[src/rtl/alu_pkg.sv]
// Shared ALU definitions: opcode encodings, sequencer states and default sizes.
package alu_pkg;

  localparam int WIDTH_DEF = 64;
  localparam int SLICE_DEF = 16;

  localparam logic [1:0] OP_AND = 2'b00;
  localparam logic [1:0] OP_OR  = 2'b01;
  localparam logic [1:0] OP_XOR = 2'b10;
  localparam logic [1:0] OP_ILL = 2'b11;

  typedef enum logic [1:0] {
    IDLE = 2'b00,
    BUSY = 2'b01,
    DONE = 2'b10
  } state_t;

  function automatic logic op_is_legal(input logic [1:0] op);
    return op != OP_ILL;
  endfunction

endpackage

[src/rtl/logic_slice.sv]
// One slice of the bitwise logic datapath; shared across all slices of an operation.
module logic_slice #(
  parameter int SLICE = alu_pkg::SLICE_DEF
) (
  input  logic [SLICE-1:0] a,
  input  logic [SLICE-1:0] b,
  input  logic [1:0]       op,
  output logic [SLICE-1:0] y
);
  import alu_pkg::*;

  always_comb begin
    y = '0;
    case (op)
      OP_AND:  y = a & b;
      OP_OR:   y = a | b;
      OP_XOR:  y = a ^ b;
      default: y = '0;
    endcase
  end

endmodule

[src/rtl/logic_seq_unit.sv]
// Multi-cycle bitwise logic engine: evaluates one SLICE-bit slice per cycle
// through a single logic_slice, with valid/ready handshakes on both sides.
module logic_seq_unit #(
  parameter int WIDTH = alu_pkg::WIDTH_DEF,
  parameter int SLICE = alu_pkg::SLICE_DEF
) (
  input  logic             clk,
  input  logic             rst,
  input  logic             in_valid,
  output logic             in_ready,
  input  logic [1:0]       op,
  input  logic [WIDTH-1:0] a,
  input  logic [WIDTH-1:0] b,
  output logic             out_valid,
  input  logic             out_ready,
  output logic [WIDTH-1:0] result,
  output logic             zero,
  output logic             err
);
  import alu_pkg::*;

  localparam int NSLICE = WIDTH / SLICE;
  localparam int CNT_W  = (NSLICE > 1) ? $clog2(NSLICE) : 1;
  localparam logic [CNT_W-1:0] LAST_SLICE = CNT_W'(NSLICE - 1);

  state_t           state;
  logic [CNT_W-1:0] cnt;
  logic [WIDTH-1:0] a_reg;
  logic [WIDTH-1:0] b_reg;
  logic [1:0]       op_reg;

  logic [SLICE-1:0] a_slice;
  logic [SLICE-1:0] b_slice;
  logic [SLICE-1:0] y_slice;
  logic [WIDTH-1:0] result_next;

  always_comb begin
    a_slice = '0;
    b_slice = '0;
    for (int i = 0; i < NSLICE; i++) begin
      if (cnt == CNT_W'(i)) begin
        a_slice = a_reg[i*SLICE +: SLICE];
        b_slice = b_reg[i*SLICE +: SLICE];
      end
    end
  end

  logic_slice #(
    .SLICE (SLICE)
  ) u_slice (
    .a  (a_slice),
    .b  (b_slice),
    .op (op_reg),
    .y  (y_slice)
  );

  // Kept in a separate block from the operand mux so the slice path is not a
  // false combinational loop through one process.
  always_comb begin
    result_next = result;
    for (int i = 0; i < NSLICE; i++) begin
      if (cnt == CNT_W'(i)) begin
        result_next[i*SLICE +: SLICE] = y_slice;
      end
    end
  end

  always_ff @(posedge clk or posedge rst) begin
    if (rst) begin
      state     <= IDLE;
      cnt       <= '0;
      a_reg     <= '0;
      b_reg     <= '0;
      op_reg    <= OP_AND;
      in_ready  <= 1'b1;
      out_valid <= 1'b0;
      result    <= '0;
      zero      <= 1'b0;
      err       <= 1'b0;
    end else begin
      case (state)
        IDLE: begin
          if (in_valid && in_ready) begin
            a_reg    <= a;
            b_reg    <= b;
            op_reg   <= op;
            cnt      <= '0;
            result   <= '0;
            in_ready <= 1'b0;
            if (op_is_legal(op)) begin
              state <= BUSY;
              zero  <= 1'b0;
              err   <= 1'b0;
            end else begin
              state     <= DONE;
              out_valid <= 1'b1;
              zero      <= 1'b1;
              err       <= 1'b1;
            end
          end
        end

        // Zero is taken from result_next so the final slice is included.
        BUSY: begin
          result <= result_next;
          if (cnt == LAST_SLICE) begin
            state     <= DONE;
            out_valid <= 1'b1;
            zero      <= ~|result_next;
          end else begin
            cnt <= cnt + 1'b1;
          end
        end

        DONE: begin
          if (out_ready) begin
            state     <= IDLE;
            out_valid <= 1'b0;
            in_ready  <= 1'b1;
          end
        end

        default: begin
          state     <= IDLE;
          out_valid <= 1'b0;
          in_ready  <= 1'b1;
        end
      endcase
    end
  end

endmodule

[config.mk]
export PLATFORM = sky130hd
export DESIGN_NAME = logic_seq_unit
export DESIGN_NICKNAME = d
export VERILOG_FILES = /design/src/rtl/alu_pkg.sv /design/src/rtl/logic_slice.sv /design/src/rtl/logic_seq_unit.sv
export SDC_FILE = /design/constraint.sdc
export NUM_CORES = 1
export LEC_CHECK = 0
export ABC_AREA = 0
export CAP_MARGIN = 15
export CELL_PAD_IN_SITES_DETAIL_PLACEMENT = 0
export CELL_PAD_IN_SITES_GLOBAL_PLACEMENT = 2
export CORE_MARGIN = 2
export CORE_UTILIZATION = 31
export DETAILED_ROUTE_END_ITERATION = 16
export PLACE_DENSITY = 0.82
export SLEW_MARGIN = 20
export SYNTH_ARGS = -nofsm -noshare
export SYNTH_HDL_FRONTEND = slang
export SYNTH_SLANG_ARGS = --single-unit
[constraint.sdc]
create_clock -name clk -period 11.5 [get_ports clk]
set_clock_uncertainty 0.1 [all_clocks]
set_input_delay 3.45 -clock clk [delete_from_list [all_inputs] [get_ports clk]]
set_output_delay 3.45 -clock clk [all_outputs]
set_load 0.005 [all_outputs]
# [Word-level counts from Yosys, hierarchy flattened]
# Cells that the tools add are included.
[word_totals] regBits=202 inputBits=134 elab_cells=77
[classes] add_sub_neg=1 eq_ne=13 muxes=35 bitwise=4 n_reduce_logical=14
[ops] op="$mux W16" count=12
[ops] op="$pmux W64 S2" count=1
[ops] op="$mux W64" count=1
[ops] op="$reduce_or A64 Y1" count=1
[ops] op="$pmux W16 S3" count=1
[ops] op="$and A16 B16 Y16" count=1
[ops] op="$or A16 B16 Y16" count=1
[ops] op="$xor A16 B16 Y16" count=1
[ops] op="$mux W2" count=6
[ops] op="$ne A2 B2 Y1 const B" count=6
[ops] op="$reduce_and A3 Y1" count=4
[ops] op="$mux W1" count=9
[ops] op="$eq A2 B2 Y1 const B" count=4
[ops] op="$eq A2 B1 Y1 const B" count=3
[ops] op="$logic_not A2 Y1" count=3
[ops] op="$pmux W1 S3" count=2
[ops] op="$pmux W2 S3" count=1
[ops] op="$pmux W2 S2" count=1
[ops] op="$reduce_and A2 Y1" count=2
[ops] op="$reduce_and A4 Y1" count=1
[ops] op="$add A2 B1 Y2 const B" count=1
[ops] op="$pmux W1 S2" count=1
[ops] op="$reduce_bool A2 Y1" count=1
[ops] op="$logic_and A1 B1 Y1" count=1
[ops] op="other kinds (2)" count=2

# [Logic depth before layout (Yosys ltp)]
# Gate-level depths: netlist (run 1).
[depth] ltp_word=12 depth_mapped=19 mapped_depth_nobuf=18

# [Cells and area by module]
# Synthesis (run 1) repeated with hierarchy kept, for this count alone.
[unflattened] cells_unflattened=864 hier_area_um2=9958.3
[by_module_without_submodules] mod="logic_seq_unit" instances=1 cells_per_inst=761 area_per_inst_um2=9037.4
[by_module_without_submodules] mod="logic_slice" instances=1 cells_per_inst=103 area_per_inst_um2=920.9

# [Worst setup path before layout (run 1)]
# Ideal clock, no wire load.
[synth_timing] path_kind="input to register" start="in in_valid" end="reg result[58]" arrival_time_ns=4.532 setup_slack_ns=6.802 stages=5 n_path_buf=2 cell_sequence="and3_1 -> clkbuf_1 -> a21oi_1 -> buf_2 -> a22o_1"
[synth_via] elab_chain_len=3
[synth_lines] element="from (decl)" line_no="logic_seq_unit.sv:9" text="input logic in_valid,"
[synth_lines] element="$logic_and A1 B1 Y1" line_no="logic_seq_unit.sv:83" text="if (in_valid && in_ready) begin"
[synth_lines] element="$ne A2 B2 Y1 (no source line)"
[synth_lines] element="$reduce_and A2 Y1 (no source line)"
[synth_lines] element="to (signal assigned)" line_no="logic_seq_unit.sv:105" text="result <= result_next;"
[synth_lines] element="to (decl)" line_no="logic_seq_unit.sv:16" text="output logic [WIDTH-1:0] result,"
# No other way between the ends.
# A chain may end at the register's enable or synchronous reset.

# [Worst setup path after layout (run 1)]
[layout_timing] start="in in_valid" end="reg a_reg[55]"
[layout_via] elab_chain_len=2
[layout_lines] element="$logic_and A1 B1 Y1" line_no="logic_seq_unit.sv:83"
[layout_lines] element="$reduce_and A2 Y1 (no source line)"
[layout_lines] element="to (signal assigned)" line_no="logic_seq_unit.sv:72" text="a_reg <= '0;"
[layout_lines] element="to (signal assigned)" line_no="logic_seq_unit.sv:84" text="a_reg <= a;"
[layout_lines] element="to (decl)" line_no="logic_seq_unit.sv:28" text="logic [WIDTH-1:0] a_reg;"
# No other way between the ends.

==> impl_metrics.yaml, run 1 <==
run_status:
  status: "complete, no violations"
layout:
  final_area_mm2: 0.0133
  fillers: 3320
  nets: 1524
  area.growth.synth_to_final_pct: 30.7
  fin_util_pct: 41.0
  drive_above_1_share_pct: 4.69
  layoutNonFillerInstCount: 1809
floorplan:
  core-area_mm2: 0.0325
  start_util_pct: 31.3
  die_w_um: 185
  ioPinCount: 202
  die_h_um: 185
  fp.dieArea_mm2: 0.0343
  num_rows: 66
setup_path:
  crit_chain: "clkdlybuf4s50_1, nand3_4, buf_4, nand2_1, nand2_1"
  cp-end-kind: "register"
  cp_num_buf_inv: 2
  max_stage_delay_ps: 790
  slowest_stage: "buf_4"
  start_kind: "input pin"
  worstPathMaxFanout: 81
  arrival_ps: 5600
  path_common_cell: "nand2_1"
  crit_type: "input pin to register"
  critical_path_required_ps: 11850
  path_delay_family: "buffers and inverters"
synth:
  synth-async-reset-ratio_pct: 100
  synth_top_family_by_area: "simple AND/OR/NAND/NOR gates"
  yosys.area_share.simple_pct: 23.0
  postSynthCellCount: 1198
  yosysSeqAreaShare_pct: 49.7
  synth-edff-count: 0
  synth-compound-area-share_pct: 17.1
  synth_mux_area_share_pct: 1.82
  synthAdderAreaFrac_pct: 4.43
  synth_nets: 1368
  synth_cell_types: 49
  synth_area_mm2: 0.0102
  synth_warnings: 0
  synth_xor_area_share_pct: 0
  syn_avg_cell_area_um2: 8.49
  synth-seq-cells: 202
  synthFlopType: "dfrtp_1"
power_and_ir_drop:
  pwr-share-comb_pct: 4.3
  powerDensity_mw_per_mm2: 115
  ir_drop_v: 0.0000844
  p_leak_nw: 6.70
  sw_frac_of_total_pct: 21.5
  p_total_mw: 1.53
  seqPwrFrac_pct: 46.4
  internal-power_mw: 1.20
  p_sw_mw: 0.329
  p_clk_share_pct: 49.2
route:
  ant_nets: 0
  avgRoutedWirePerCell_um: 18.4
  drtIter0Drc: 602
  dr.pass1.iters: 5
  via_count: 8925
  routed_wl_mm: 33.2
  routed_via_density: 4.93
  route.detailed.drc: 0
placement:
  place.detailed.hpwl_mm: 22.9
  preCtsSetupSlack_ps: 5730
  place_area_mm2: 0.0125
  place_inst: 1771
  place.gp.congestion: 0.789
  portBuffers: 201
cts:
  hold_buffers: 0
  clock_path_buffers: 3
  clk_pin_slew_ps: 60
  htreeDepth: 1
  cts-buffers-inserted: 23
  cts_tree: "yes"
  clk_latency_ps: 520
  clock-root-buffer: "clkbuf_16"
  ctsResizeCount: 0
  cts.sinks: 202
  postCtsSetupRepairBufs: 0
grt:
  grt.overflow.total: 0
  grt_max_degree: 131
  first_global_vias: 8978
  grt_antenna_before_repair: 1
  grt_usage_pct: 19.7
  grt_pass1_wl_mm: 51.8
timing:
  finalHoldViolations: 0
  slew_headroom_pct: 31.7
  finalCriticalPeriod_ps: 5250
  worstMarginPinSlew_ps: 1020
  setup_viol: 0
  holdWs_ps: 373
  setup_slack_ps: 6250
  fin_setup_tns_ps: 0
  slew_viol_final: 0
  rsz0062_at_grt: "false"
  period_share_pct: 45.7
  max_freq_mhz: 190
flow_run:
  drv_cap: 0
min_path:
  min_path_type: "register to register"
## power groups by stage
stage	sequential (mW)	clock, mW	combinational, mW
floorplan	0.724	0	0.0111
global placement	0.724	0	0.0693
CTS	0.711	0.771	0.0684
global route	0.710	0.800	0.0719
detailed placement	0.724	0	0.0681
finish	0.711	0.753	0.0664
## logic make-up (layout without fill, tap and decap cells)
kind of cell               after synthesis  after routing
and+or+nand+nor                        597            597
AOI/OAI and AO/OA                      251            251
DFF                                    202            202
buffers and inverters                   95            263
adders and majority gates               36             36
muxes                                   17             17
other                                    0              1
## tightest hold or removal path: cells and delay by family, from the launching register on
kind / cells / cell delay [ps]
and+or+nand+nor: 2 / 100
DFF: 1 / 340
## cells in the mapped netlist (2+ instances only)
cell type	instances	share of area, %
dfrtp_1	201	49
mux2_2	2	0.22
o2111ai_1	2	0.17
o22a_1	6	0.52
and2_1	6	0.37
or4_1	2	0.15
o211ai_1	3	0.22
a32o_1	12	1.2
nand2b_1	4	0.25
a22o_1	53	4.6
a31oi_1	4	0.25
buf_4	3	0.22
mux2i_1	14	1.4
nand2_1	423	16
a2111oi_2	2	0.30
o221ai_1	4	0.34
a22oi_1	4	0.30
clkbuf_1	54	2.0
nand3_1	5	0.25
buf_1	16	0.59
nor2b_1	3	0.18
buf_6	2	0.22
buf_2	8	0.39
a21oi_1	106	5.2
nor2_1	126	4.7
or3_1	2	0.12
inv_1	12	0.44
nor4_1	6	0.37
a21o_1	29	2.1
a221o_1	3	0.30
nand3b_1	2	0.15
ha_1	36	4.4
o22ai_1	13	0.80
nor3_1	15	0.74
## routing by layer
layer	vias to the layer above	global-route usage, %	routed length, um
met2	267	32.9	15800
met3	39	2.75	1710
met1	4287	27.3	15100
li1	4332	-	-
met5	-	0	0
met4	0	3.78	544
## final cells by class
class	count	area, um^2	share of cell area, %
diodes	1	2.50	0.0188
clock buffers	27	621	4.67
clock inverters	10	134	1.01
inverters	12	52.6	0.395
multi-input cells	901	4760	35.8
flip-flops and latches	202	5060	38.0
well taps	442	553	4.16
repair buffers	214	2110	15.9
## cells in the final DEF, fill, tap and decap left out, drive strengths merged, types with 12 or more instances in the layout
master / count
nand2: 423
clkdlybuf4s50: 201
inv: 13
dfrtp: 201
a21oi: 107
buf: 13
nor3: 15
a22o: 53
mux2i: 15
nor2: 126
o22ai: 13
a32o: 12
clkbuf: 27
a21o: 29
ha: 36
## final timing paths
| check | cells after the start | from | to | slack, ps |
|---|---|---|---|---|
| worst max-delay path | 5 | in_valid | a_reg[55] | 6250 |
| worst min-delay path | 2 | a_reg[12] | a_reg[12] | 370 |
| worst max register to register | 17 | cnt[1] | zero | 6600 |
| worst min register to register | 2 | a_reg[12] | a_reg[12] | 370 |
| max in group asynchronous | 3 | rst | b_reg[57] | 6390 |
| min in group asynchronous | 2 | rst | out_valid | 3400 |
No activity file was read; power rests on OpenSTA's default activity.
==> run 2: changes to the inputs <==
==> constraint.sdc (replaced) <==
create_clock -name clk -period 5.35 [get_ports clk]
set_clock_uncertainty 0.1 [all_clocks]
set_input_delay 1.605 -clock clk [delete_from_list [all_inputs] [get_ports clk]]
set_output_delay 1.605 -clock clk [all_outputs]
set_load 0.005 [all_outputs]
==> run 2 against run 1 <==
Worst setup slack lost 5200 ps. Clock power increased by 110%. Die area is the same. Via count rose by 0.26%. Critical endpoint is now zero. Sequential cell count stayed put. Largest power group unchanged. Total power rose by 110%.
==> impl_metrics.yaml, run 2 (synthesis gave the netlist of run 1 again) <==
run_status:
  status: "complete, no violations"
cts:
  clk_latency_ps: 510
  postCtsSetupRepairBufs: 0
  ctsResizeCount: 0
  cts.sinks: 202
  clock_path_buffers: 3
  cts-buffers-inserted: 24
  htreeDepth: 1
  hold_buffers: 0
  clk_pin_slew_ps: 60
  cts_tree: "yes"
  clock-root-buffer: "clkbuf_16"
setup_path:
  max_stage_delay_ps: 600
  cp-startpoint: "cnt[0]"
  crit_type: "register to register"
  cp-end-kind: "register"
  arrival_ps: 4690
  worstPathMaxFanout: 30
  critical_path_required_ps: 5700
  path_delay_family: "compound AO/OA/AOI/OAI gates"
  start_kind: "register"
  cp_num_buf_inv: 2
  crit_chain: "inv_1, ha_2, inv_1, nor2_1, a22oi_1, nor2_1, a21oi_1, nor2_1, a21oi_1, ha_1, mux2i_1, o22a_1, nor2b_1, a31oi_1, a2111oi_0, nand3_1, nand2_1"
  slowest_stage: "ha_2"
  path_common_cell: "nor2_1"
  timing.rr.start: "cnt[0]"
flow_run:
  drv_cap: 0
layout:
  drive_above_1_share_pct: 5.03
  n_antenna_cell: 0
  fin_util_pct: 41.2
  final_cell_mix: "nand2_1 (423), dfrtp_1 (201), clkdlybuf4s50_1 (201)"
  area.growth.synth_to_final_pct: 31.6
  nets: 1529
  final_common_cell: "nand2_1"
  final_area_mm2: 0.0134
power_and_ir_drop:
  p_leak_nw: 6.75
  ir_drop_v: 0.000192
  powerDensity_mw_per_mm2: 242
  p_total_mw: 3.23
floorplan:
  die_w_um: 185
  ioPinCount: 202
  fp.dieArea_mm2: 0.0343
  start_util_pct: 31.3
  die_h_um: 185
  core-area_mm2: 0.0325
  num_rows: 66
route:
  ant_nets: 0
  dr.pass1.iters: 5
  avgRoutedWirePerCell_um: 18.2
  routed_via_density: 4.93
  drtIter0Drc: 694
  via_count: 8948
  route.detailed.drc: 0
  routed_wl_mm: 33.1
timing:
  finalHoldViolations: 0
  slew_viol_final: 0
  rsz0062_at_grt: "false"
  max_freq_mhz: 230
  period_share_pct: 81.2
  setup_viol: 0
  slew_headroom_pct: 35.4
  finalCriticalPeriod_ps: 4350
  worstMarginPinSlew_ps: 969
  fin_setup_tns_ps: 0
placement:
  place.detailed.hpwl_mm: 23.6
  place.gp.congestion: 0.820
  place_area_mm2: 0.0126
  portBuffers: 201
grt:
  first_global_vias: 8880
  grt.overflow.total: 0
  grt_antenna_before_repair: 0
  grt_pass1_wl_mm: 51.5
  grt_usage_pct: 19.5
  grt_max_degree: 127
min_path:
  hp-start: "a_reg[15]"
  min_path_type: "register to register"
run 2: power breakdown:
| group | total, mW | switching [mW] | leakage (nW) | internal, mW |
|---|---|---|---|---|
| logic | 0.138 | 0.0497 | 3.56 | 0.0887 |
| clock network | 1.56 | 0.631 | 0.379 | 0.934 |
| registers | 1.53 | 0 | 2.81 | 1.53 |
| total | 3.23 | 0.681 | 6.75 | 2.55 |
run 2: final cells by class:
class,count,area [um^2]
fill,3314,19100
sequential,202,5060
multi-input combinational,901,4770
timing repair buffer,218,2200
clock buffer,31,678
tap,442,553
clock inverter,9,73.8
inverter,12,48.8
run 2: per-stage QoR:
stage	std cells	hold WS, ps	worst slack [ps]
4_1_cts	1814	377	958
3_5_place_dp	1774	363	988
2_1_floorplan	1198	346	1030
3_3_place_gp	1774	358	1150
5_1_grt	1815	397	708
6_report	1815	373	1000
run 2: layer usage:
layer | share of wire, % | GRT usage (%) | wire [um]
met2 | 46 | 31.1 | 15200
met4 | 2.2 | 4.73 | 732
met1 | 47 | 27.7 | 15500
met5 | 0 | 0 | 0
met3 | 5.0 | 2.89 | 1660
run 2: final timing paths:
kind	endpoint	slack [ps]	cells past startpoint
worst max-delay path	zero	1000	17
worst min-delay path	a_reg[15]	370	2
worst max register to register	zero	1000	17
worst min register to register	a_reg[15]	370	2
max in group asynchronous	a_reg[10]	3090	3
min in group asynchronous	state[0]	1510	3
run 2: worst min-delay path: stages (launching register included):
cell,delay (ps)
dfrtp_1,340
nand2_1,50
nand2_1,50
==> run 3: changes to the inputs <==
==> constraint.sdc (replaced) <==
create_clock -name clk -period 4.3 [get_ports clk]
set_clock_uncertainty 0.1 [all_clocks]
set_input_delay 1.29 -clock clk [delete_from_list [all_inputs] [get_ports clk]]
set_output_delay 1.29 -clock clk [all_outputs]
set_load 0.005 [all_outputs]
==> run 3 against run 2 <==
Worst setup slack got worse by 660 ps. Maximum frequency up 10%. Die area stayed put. Via count shrank 0.49%. Critical path depth down 2. Clock power grew 26%. Final cell count increased by 0.39%. Sequential cell count is the same. Non-clock buffer count grew 9. Wire length grew 0.67%. Critical endpoint unchanged. Register-to-register slack got worse by 660 ps. Hold slack gained 0.92 ps.
==> impl_metrics.yaml, run 3 (synthesis gave the netlist of run 1 again) <==
placement:
  portBuffers: 201
  place.gp.congestion: 0.832
  place.detailed.hpwl_mm: 24.5
route:
  routed_via_density: 4.89
  avgRoutedWirePerCell_um: 18.3
  dr.pass1.iters: 5
  routed_wl_mm: 33.3
  via_count: 8904
  drtIter0Drc: 526
  ant_nets: 0
  route.detailed.drc: 0
cts:
  clock-root-buffer: "clkbuf_16"
  clock_path_buffers: 3
  hold_buffers: 0
  clk_pin_slew_ps: 60
  htreeDepth: 1
  clk_latency_ps: 510
  cts.sinks: 202
  cts-buffers-inserted: 23
  cts_tree: "yes"
setup_path:
  crit_chain: "inv_1, ha_4, buf_4, nor2_1, a21oi_1, nor2_1, a21oi_1, ha_1, mux2i_1, o22a_1, a31oi_1, a221o_1, nor4_1, nand3_1, nand2_1"
  slowest_stage: "ha_4"
  start_kind: "register"
  max_stage_delay_ps: 650
  worstPathMaxFanout: 69
  r2r-end: "zero"
  critical_path_required_ps: 4650
  cp-end-kind: "register"
  timing.rr.start: "cnt[0]"
  cp_num_buf_inv: 2
  rrSetupSlack_ps: 350
  ff2ff_path_depth: 15
  path_delay_family: "compound AO/OA/AOI/OAI gates"
  crit_type: "register to register"
  arrival_ps: 4310
  cp-startpoint: "cnt[0]"
timing:
  slew_viol_final: 0
  fin_setup_tns_ps: 0
  period_share_pct: 91.9
  worstMarginPinSlew_ps: 796
  finalCriticalPeriod_ps: 3950
  rsz0062_at_grt: "false"
  setup_viol: 0
  finalHoldViolations: 0
  slew_headroom_pct: 46.9
  max_freq_mhz: 253
grt:
  grt.overflow.total: 0
  use_met3_pct: 2.63
  grt_usage_pct: 19.7
  use_met1_pct: 27.9
  first_global_vias: 9011
  grt_antenna_before_repair: 0
  busiest_layer: "met2"
  grt_max_degree: 110
  met2_usage_pct: 31.8
  grt_pass1_wl_mm: 52.0
floorplan:
  die_w_um: 185
  ioPinCount: 202
  core-area_mm2: 0.0325
  start_util_pct: 31.3
  num_rows: 66
  die_h_um: 185
  fp.dieArea_mm2: 0.0343
power_and_ir_drop:
  p_leak_nw: 6.78
  powerDensity_mw_per_mm2: 301
  p_total_mw: 4.04
  ir_drop_v: 0.000224
layout:
  multi_input_area_mm2: 0.00479
  final_common_cell: "nand2_1"
  seqCellArea_mm2: 0.00506
  n_antenna_cell: 0
  nets: 1537
  area.growth.synth_to_final_pct: 32.2
  drive_above_1_share_pct: 5.36
  fillers: 3303
  final_cell_mix: "nand2_1 (423), dfrtp_1 (201), clkdlybuf4s50_1 (201)"
min_path:
  hp-start: "a_reg[19]"
  min_path_type: "register to register"
  min_to: "a_reg[19]"
  hold_depth: 2
run_status:
  status: "complete, no violations"
flow_run:
  drv_cap: 0
## run 3: cell count changes in the layout (fill, tap and decap cells not counted), sizes merged
cell	previous run	this run
buf	17	26
bufinv	1	2
clkbuf	31	32
clkinv	8	2
clkinvlp	1	3
## run 3: how the worst max path moves through the flow
stage / slack [ps] / depth (start not counted) / endpoint
final: 350 / 15 / zero
after global routing: 20 / 18 / zero
after CTS: 300 / 17 / zero
after detailed placement: 320 / 17 / zero
after global placement: 360 / 17 / zero
after floorplan: 290 / 1 / a_reg[0]
## run 3: metrics by stage
step	setup WS [ps]	instance area (um^2)	std cells	hold WS (ps)	util, %
after global routing	17.1	13400	1822	404	41.4
after detailed placement	319	12700	1784	363	39.1
after floorplan	295	10200	1198	346	-
final	349	13400	1822	374	41.4
after CTS	299	13400	1822	378	41.4
after global placement	363	12700	1784	358	39.1
## run 3: timing repair
action                                  CTS  global route
setup buffers                             0             0
endpoints found under the setup margin    0             1
resized for setup                         0             2
## run 3: power by group
part / switching, mW / internal (mW) / total, mW
Clock: 0.789 / 1.18 / 1.97
Sequential: 0 / 1.90 / 1.90
Combinational: 0.0628 / 0.111 / 0.174
Total: 0.852 / 3.19 / 4.04
## run 3: worst min-delay path, cell delays in order (launching register included)
cell and delay [ps]:
dfrtp_1 340, nand2_1 50, nand2_1 60
## run 3: area by class of cell
cell class | count | share of cell area [%]
clock inverter | 6 | 0.633
clock buffer | 32 | 4.90
tap | 442 | 4.11
timing repair buffer | 227 | 16.8
multi-input combinational | 901 | 35.6
inverter | 12 | 0.363
sequential | 202 | 37.6
## run 3: layer usage
metal	wire length [um]	part of all wire, %
met1	15800	47
met2	15100	45
met3	1570	4.7
met4	814	2.4
met5	0	0
